<file path="src/rtl/measure_ctrl.sv">
// measure_ctrl
// Oscilloscope cursor measurement controller. A request picks either the
// time cursors (x pair) or the voltage cursors (y pair) of one of two waves,
// takes the absolute cursor distance and scales it by that wave's sample-rate
// or vertical shrink setting using a 7-step shift-add multiplier.
//
// Ports
//   clock                     system clock, rising edge active
//   resetn                    asynchronous active-low reset
//   start                     measurement request, only looked at while idle
//   measurement[2:0]          1 = time (x cursors), 2 = voltage (y cursors)
//   waveSel[1:0]              0 = wave 1, 1 = wave 2
//   cursorx1/x2, cursory1/y2  11-bit cursor pixel positions
//   sampleadjust1/2           6-bit per-wave sample-rate setting
//   shiftDown1/2              4-bit per-wave vertical shrink setting
//   busy                      high while a measurement is running
//   done                      one-cycle pulse whenever num/overflow/error change
//   num[13:0]                 measurement result
//   overflow                  product did not fit in 14 bits (saturating build)
//   error                     last request was invalid
//
// Build option
//   MEASURE_CTRL_SAT_EN       when defined, results above 16383 saturate and
//                             raise overflow; otherwise the product is
//                             truncated to 14 bits and overflow stays low.
module measure_ctrl (
    input  logic        clock,
    input  logic        resetn,
    input  logic        start,
    input  logic [2:0]  measurement,
    input  logic [1:0]  waveSel,
    input  logic [10:0] cursorx1,
    input  logic [10:0] cursorx2,
    input  logic [10:0] cursory1,
    input  logic [10:0] cursory2,
    input  logic [5:0]  sampleadjust1,
    input  logic [5:0]  sampleadjust2,
    input  logic [3:0]  shiftDown1,
    input  logic [3:0]  shiftDown2,
    output logic        busy,
    output logic        done,
    output logic [13:0] num,
    output logic        overflow,
    output logic        error
);

    typedef enum logic [1:0] {IDLE, DIFF, MUL, SAT} stateT;

    stateT       state;
    stateT       nextState;

    logic        reqValid;
    logic        useX;
    logic [10:0] selA;
    logic [10:0] selB;
    logic [6:0]  scaleSel;

    logic [10:0] curA;
    logic [10:0] curB;
    logic [10:0] absDiff;
    logic [6:0]  multiplier;
    logic [17:0] mcand;
    logic [17:0] acc;
    logic [2:0]  bitCnt;

    logic [13:0] resultNum;
    logic        resultOvf;

    // Decode the live request. Only the selected cursor pair and the selected
    // wave's scale factor are captured, which is all the later stages need,
    // so input changes during a run cannot disturb it.
    always_comb begin
        reqValid = ((measurement == 3'd1) || (measurement == 3'd2)) && !waveSel[1];
        useX     = (measurement == 3'd1);
        selA     = useX ? cursorx1 : cursory1;
        selB     = useX ? cursorx2 : cursory2;
        scaleSel = 7'd0;
        if (useX) begin
            scaleSel = {1'b0, (waveSel[0] ? sampleadjust2 : sampleadjust1)} + 7'd1;
        end else begin
            scaleSel = ({3'b000, (waveSel[0] ? shiftDown2 : shiftDown1)} + 7'd1) << 1;
        end
    end

    // Subtract the smaller cursor from the larger so the distance never wraps.
    always_comb begin
        absDiff = (curA >= curB) ? (curA - curB) : (curB - curA);
    end

    // Final result shaping; saturate or truncate depending on the build.
    always_comb begin
`ifdef MEASURE_CTRL_SAT_EN
        if (acc > 18'd16383) begin
            resultNum = 14'd16383;
            resultOvf = 1'b1;
        end else begin
            resultNum = acc[13:0];
            resultOvf = 1'b0;
        end
`else
        resultNum = 14'(acc);
        resultOvf = 1'b0;
`endif
    end

    // State register.
    always_ff @(posedge clock or negedge resetn) begin
        if (!resetn) begin
            state <= IDLE;
        end else begin
            state <= nextState;
        end
    end

    // Next-state logic. The multiply stage runs exactly seven times, one
    // multiplier bit per cycle, before the result is published.
    always_comb begin
        nextState = state;
        case (state)
            IDLE: if (start && reqValid) nextState = DIFF;
            DIFF: nextState = MUL;
            MUL:  if (bitCnt == 3'd6) nextState = SAT;
            SAT:  nextState = IDLE;
            default: nextState = IDLE;
        endcase
    end

    // Output decode: busy covers every non-idle state.
    always_comb begin
        busy = (state != IDLE);
    end

    // Datapath and published results. done defaults low so it is only ever a
    // single-cycle pulse, both for finished and for rejected requests.
    always_ff @(posedge clock or negedge resetn) begin
        if (!resetn) begin
            curA       <= '0;
            curB       <= '0;
            multiplier <= '0;
            mcand      <= '0;
            acc        <= '0;
            bitCnt     <= '0;
            done       <= 1'b0;
            num        <= '0;
            overflow   <= 1'b0;
            error      <= 1'b0;
        end else begin
            done <= 1'b0;
            case (state)
                IDLE: begin
                    if (start) begin
                        if (reqValid) begin
                            curA       <= selA;
                            curB       <= selB;
                            multiplier <= scaleSel;
                        end else begin
                            num      <= '0;
                            overflow <= 1'b0;
                            error    <= 1'b1;
                            done     <= 1'b1;
                        end
                    end
                end
                DIFF: begin
                    mcand  <= {7'd0, absDiff};
                    acc    <= '0;
                    bitCnt <= '0;
                end
                MUL: begin
                    if (multiplier[0]) begin
                        acc <= acc + mcand;
                    end
                    mcand      <= mcand << 1;
                    multiplier <= multiplier >> 1;
                    bitCnt     <= bitCnt + 3'd1;
                end
                SAT: begin
                    num      <= resultNum;
                    overflow <= resultOvf;
                    error    <= 1'b0;
                    done     <= 1'b1;
                end
                default: ;
            endcase
        end
    end

endmodule

</file>
<file path="config.mk">
export PLATFORM = sky130hd
export DESIGN_NAME = measure_ctrl
export DESIGN_NICKNAME = d
export VERILOG_FILES = /design/src/rtl/measure_ctrl.sv
export SDC_FILE = /design/constraint.sdc
export NUM_CORES = 1
export LEC_CHECK = 0
export BUFFER_PORTS_ARGS = -buffer_cell sky130_fd_sc_hd__buf_2
export CORE_AREA = 2 2 103 105
export CTS_BUF_LIST = sky130_fd_sc_hd__clkbuf_2 sky130_fd_sc_hd__clkbuf_4 sky130_fd_sc_hd__clkbuf_8
export DETAILED_ROUTE_END_ITERATION = 8
export DIE_AREA = 0 0 105 107
export GPL_TIMING_DRIVEN = 0
export MAX_ROUTING_LAYER = met4
export PLACE_DENSITY = 0.77
export SETUP_SLACK_MARGIN = 0.15
export SLEW_MARGIN = 15
export SYNTH_ARGS = -nofsm -noshare
export SYNTH_HDL_FRONTEND = slang
export SYNTH_SLANG_ARGS = --single-unit
</file>
<file path="constraint.sdc">
create_clock -name clock -period 2.96 [get_ports clock]
set_input_delay 0.148 -clock clock [delete_from_list [all_inputs] [get_ports clock]]
set_output_delay 0.148 -clock clock [all_outputs]
set_load 0.01 [all_outputs]
</file>
**Word-level counts from Yosys, hierarchy flattened**

Index checks and enable logic that the tools add are counted.

- Output and inout port bits: 18
- Bits in registers: 87
- Logic and storage cells: 72
- Input bits: 72

- Reduce and logical (&&, ||, !) cells: 14
- $add $sub $neg: 6
- Order comparisons: 1
- Mux-type cells: 28
- Eq/ne operators: 12

Operator list:

| operator | number |
|---|---|
| $pmux W18 S2 | 2 |
| $mux W11 | 3 |
| $mux W14 | 2 |
| $pmux W14 S2 | 1 |
| $sub A11 B11 Y11 | 2 |
| $mux W7 | 3 |
| $add A18 B18 Y18 | 1 |
| $mux W18 | 1 |
| $pmux W7 S2 | 1 |
| $ne A2 B2 Y1 const B | 6 |
| $ge A11 B11 Y1 | 1 |
| $reduce_and A3 Y1 | 3 |
| $pmux W2 S4 | 1 |
| $reduce_bool A2 Y1 | 4 |
| $add A6 B1 Y7 const B | 1 |
| $mux W1 | 6 |
| $mux W6 | 1 |
| $pmux W1 S2 | 3 |
| $pmux W3 S2 | 1 |
| $add A4 B1 Y5 const B | 1 |
| $eq A2 B2 Y1 const B | 2 |
| $mux W2 | 2 |
| $mux W4 | 1 |
| $reduce_and A2 Y1 | 2 |
| 9 further kinds | 10 |

**Logic depth before layout (Yosys ltp)**

- Depth after elaboration: 6
- Depth in mapped cells: 10
- Gate-level depth less buffers: 9

**Least setup slack after synthesis**

No wires, ideal clock.

- Path type: register -> register
- Start: register mcand[0]
- End: register acc[10]
- Data required time: 2.827 ns
- Stages on the path, launching flop included: 9
- Path slack: 0.803 ns
- Library setup time: 0.133 ns
- Path buffers: 0
- Clock period less this slack: 2.157 ns
- Arrival: 2.024 ns
- Path through: dfrtp_1 -> ha_1 -> fa_1 -> a21o_1 -> a21oi_1 -> o21ai_1 -> a41oi_1 -> xor2_1 -> o21ai_0

- Word-level cells in the longest chain between the ends: 3

Ends and longest elaborated chain:

| item | RTL line | source |
|---|---|---|
| start: declaration | 62 | `logic [17:0] mcand;` |
| start signal: assignment | 165 | `mcand <= {7'd0, absDiff};` |
| start signal: assignment | 173 | `mcand <= mcand << 1;` |
| $add A18 B18 Y18 | 171 | `acc <= acc + mcand;` |
| $mux W18 | 170 | `if (multiplier[0]) begin` |
| $pmux W18 S2 | 149 | `case (state)` |
| end signal: assignment | 171 |  |
| end: declaration | 63 | `logic [17:0] acc;` |

No other way between the ends. The select of a mux whose other input is x is not followed.
A chain may end at the register's enable or synchronous reset.

**Final worst setup path**

Ends and elaborated chain as after synthesis.

==> impl_metrics.tcl <==
set metrics [dict create \
    grt-ovfl-total 0 \
    dr.pass1.iters 6 \
    synthToLayoutAreaGrowth_pct 16.1 \
    core_area_um2 10100 \
    cts_buffers 9 \
    synthFlopType "dfrtp_1" \
    placementRows 37 \
    crit_slowest_cell "fa_1" \
    grt_pass1_wl_um 22100 \
    pin_count 90 \
    critPathArrivalTime_ps 2790 \
    synth_area_um2 5420 \
    final_layout_size_suffix_gt1_share_pct 19.2 \
    slew_headroom_pct 49.2 \
    syn-num-nets 722 \
    async_flop_share_pct 100 \
    clock_path_buffers 2 \
    violations "design-rule violations" \
    max-vdd-ir-drop_uv 571 \
    power.density_nw_per_um2 1140 \
    final-max-slew-violation-count 0 \
    grt_pass1_vias 4772 \
    slowest_delay_ps 440 \
    die_x_um 105 \
    min_period_ps 2560 \
    portBuffers 87 \
    wl_per_cell_um 15.5 \
    cap_violations 0 \
    synth-edff-count 0 \
    worstPathRequired_ps 3180 \
    dieArea_um2 11200 \
    cts_tree "yes" \
    htreeDepth 3 \
    status "finished, violations left" \
    setup_violations 0 \
    clk_root_buffer_cell "clkbuf_8" \
    postCtsSetupBuffers 0 \
    synth_cell_types 68 \
    viasPerCell 5.73 \
    start_util_pct 53.7 \
    dpl-instance-area_um2 6050 \
    finalNetCount 822 \
    total_power_mw 7.19 \
    preCtsSetupSlack_ps 462 \
    die_h_um 107 \
    hpwl_um 10300 \
    fin_area_um2 6290 \
    max_freq_mhz 390 \
    drt_iter0_drc 156 \
    cp_cell_sequence "ha_1, fa_1, a21o_1, a21oi_1, o21ai_1, a41oi_1, xor2_1, o21ai_0" \
    cp_max_fo 3 \
    yosys_warnings 0 \
    worstMarginPinSlew_ps 762 \
    gp_congestion 0.929 \
    rsz0062_at_grt "no" \
    power_leakage_nw 3.15 \
    finalHoldViolCount 0 \
    start_kind "flop" \
    drc 2 \
    power.internal_mw 3.72 \
    hold_path_class "input pin to flop" \
    hold_path.startpoint "cursorx2[2]" \
    routed_wl_um 13100 \
    grt_max_degree 48 \
    clkPwrFrac_pct 13.1 \
    antennaDiodeCount 0 \
    setup_tns_ps 0 \
    p_seq_share_pct 25.6 \
    clkTransAtPathRegs_ps 90 \
    setup_slack_ps 396 \
    r2r-start "mcand[0]" \
    ctsResizeCount 0 \
    switching_share_pct 48.3 \
    ant_nets 0 \
    via_count 4849 \
    path_class "flop to flop" \
    synth-seq-cells 78 \
    grtUsageTotal_pct 24.8 \
    startpoint "mcand[0]" \
    p_sw_mw 3.47 \
    skew_ps 11.2 \
    worstSkewPairLatency_ps 350 \
    holdWs_ps 77.6 \
    syn_inst 605 \
    period_share_pct 86.6 \
    cp-end-kind "flop" \
    syn-mean-instance-area_um2 8.96 \
    cts_sinks 78 \
    p_comb_share_pct 61.3 \
    synth_seq_area_share_pct 36.0 \
    antenna_found_initial 0 \
]
[stage by stage]
stage          instances  util, %
6_report             846     62.3
3_5_place_dp         829     60.0
2_1_floorplan        605        -
4_1_cts              846     62.3
5_1_grt              846     62.3
3_3_place_gp         828     59.7
[kinds of logic after synthesis]
| group | after synthesis | synth area share [%] |
|---|---|---|
| compound gates | 193 | 23.6 |
| xor+xnor | 16 | 2.59 |
| fa+ha+maj | 45 | 10.8 |
| buf+inv | 65 | 5.10 |
| flops | 78 | 36.0 |
| mux | 34 | 6.44 |
| other cells | 1 | 0.0692 |
| simple gates | 173 | 15.3 |
[flip-flops by register name (all words and copies together) (netlist names)]
register    count
state           2
curA           11
done            1
mcand          14
curB           11
num            14
multiplier      7
acc            14
error           1
bitCnt          3
[path summary, 6_finish.rpt]
check                                endpoint  slack [ps]  cells past startpoint
min in group asynchronous               error         270                      2
max in group asynchronous            curB[10]        2110                      3
worst max-delay path                  acc[10]         400                      8
worst min-delay path                  curB[2]          80                      3
worst min register to register  multiplier[3]         490                      2
worst max register to register        acc[10]         400                      8
[synth_stat cells (4+ instances only)]
cell | count | area (µm²)
nor2b_1 | 5 | 31.3
inv_1 | 37 | 139
mux2i_1 | 27 | 270
o21ai_0 | 62 | 310
a22o_1 | 17 | 149
xnor2_1 | 9 | 78.8
and3_1 | 8 | 50.1
buf_2 | 5 | 25.0
a211o_1 | 4 | 35.0
or3_1 | 4 | 25.0
nand4_1 | 6 | 37.5
o21a_1 | 6 | 45.0
nand2_1 | 72 | 270
or4_1 | 5 | 37.5
nand3b_1 | 5 | 37.5
ha_1 | 42 | 526
dfrtp_1 | 78 | 1950
mux2_2 | 7 | 78.8
a21oi_1 | 40 | 200
nor2_1 | 23 | 86.3
nor3_1 | 6 | 30.0
a211oi_1 | 5 | 37.5
o2111ai_1 | 5 | 43.8
o21bai_1 | 4 | 30.0
xor2_1 | 7 | 61.3
a21boi_0 | 4 | 30.0
a21o_1 | 8 | 60.1
clkbuf_1 | 16 | 60.1
nand3_1 | 22 | 110
o211ai_1 | 4 | 30.0
[layer usage]
| layer | vias up | GRT usage [%] | part of all wire [%] |
|---|---|---|---|
| li1 | 2399 | - | - |
| met1 | 2307 | 30.0 | 44 |
| met2 | 130 | 43.2 | 51 |
| met3 | 13 | 4.50 | 4.1 |
| met4 | 0 | 6.10 | 1.0 |
| met5 | - | - | 0 |
[layout make-up]
cell class | instances | area (µm²)
timing repair buffer | 89 | 475
buffer | 27 | 134
sequential | 78 | 1950
tap | 136 | 170
fill | 922 | 3800
clock inverter | 5 | 82.6
multi-input combinational | 462 | 3190
inverter | 38 | 143
clock buffer | 11 | 145
[placed cells by master, fill, tap and decap left out, types with 7 or more instances in the layout]
cell type,synthesis,final
nand3_1,22,22
a22o_1,17,17
a21o_1,8,8
mux2_2,7,7
xor2_1,7,7
mux2i_1,27,27
inv_1,37,37
clkbuf_1,16,16
o21ai_0,62,62
clkbuf_8,0,10
and3_1,8,8
dfrtp_1,78,78
nor2_1,23,23
buf_2,5,91
ha_1,42,42
xnor2_1,9,9
a21oi_1,40,40
nand2_1,72,72
[power groups by stage]
| stage | registers, mW | logic, mW | clock network (mW) |
|---|---|---|---|
| 4_1_cts | 1.84 | 4.37 | 0.948 |
| 3_3_place_gp | 1.83 | 4.23 | 0 |
| 2_1_floorplan | 1.77 | 3.31 | 0 |
| 3_5_place_dp | 1.86 | 4.35 | 0 |
| 6_report | 1.84 | 4.41 | 0.940 |
| 5_1_grt | 1.90 | 4.94 | 0.978 |
[worst max-delay path: cells and delay by family, from the launching register on]
family / cells / cell delay, ps
adder cells (fa/ha/maj): 2 / 710
flip-flops: 1 / 420
AO/OA/AOI/OAI: 5 / 1140
XOR/XNOR: 1 / 170
[timing repair]
item / CTS / global route
hold buffers: 1 / 0
setup endpoints to repair: 0 / 0
hold endpoints to repair: 31 / 0
No activity file was read; power rests on OpenSTA's default activity.
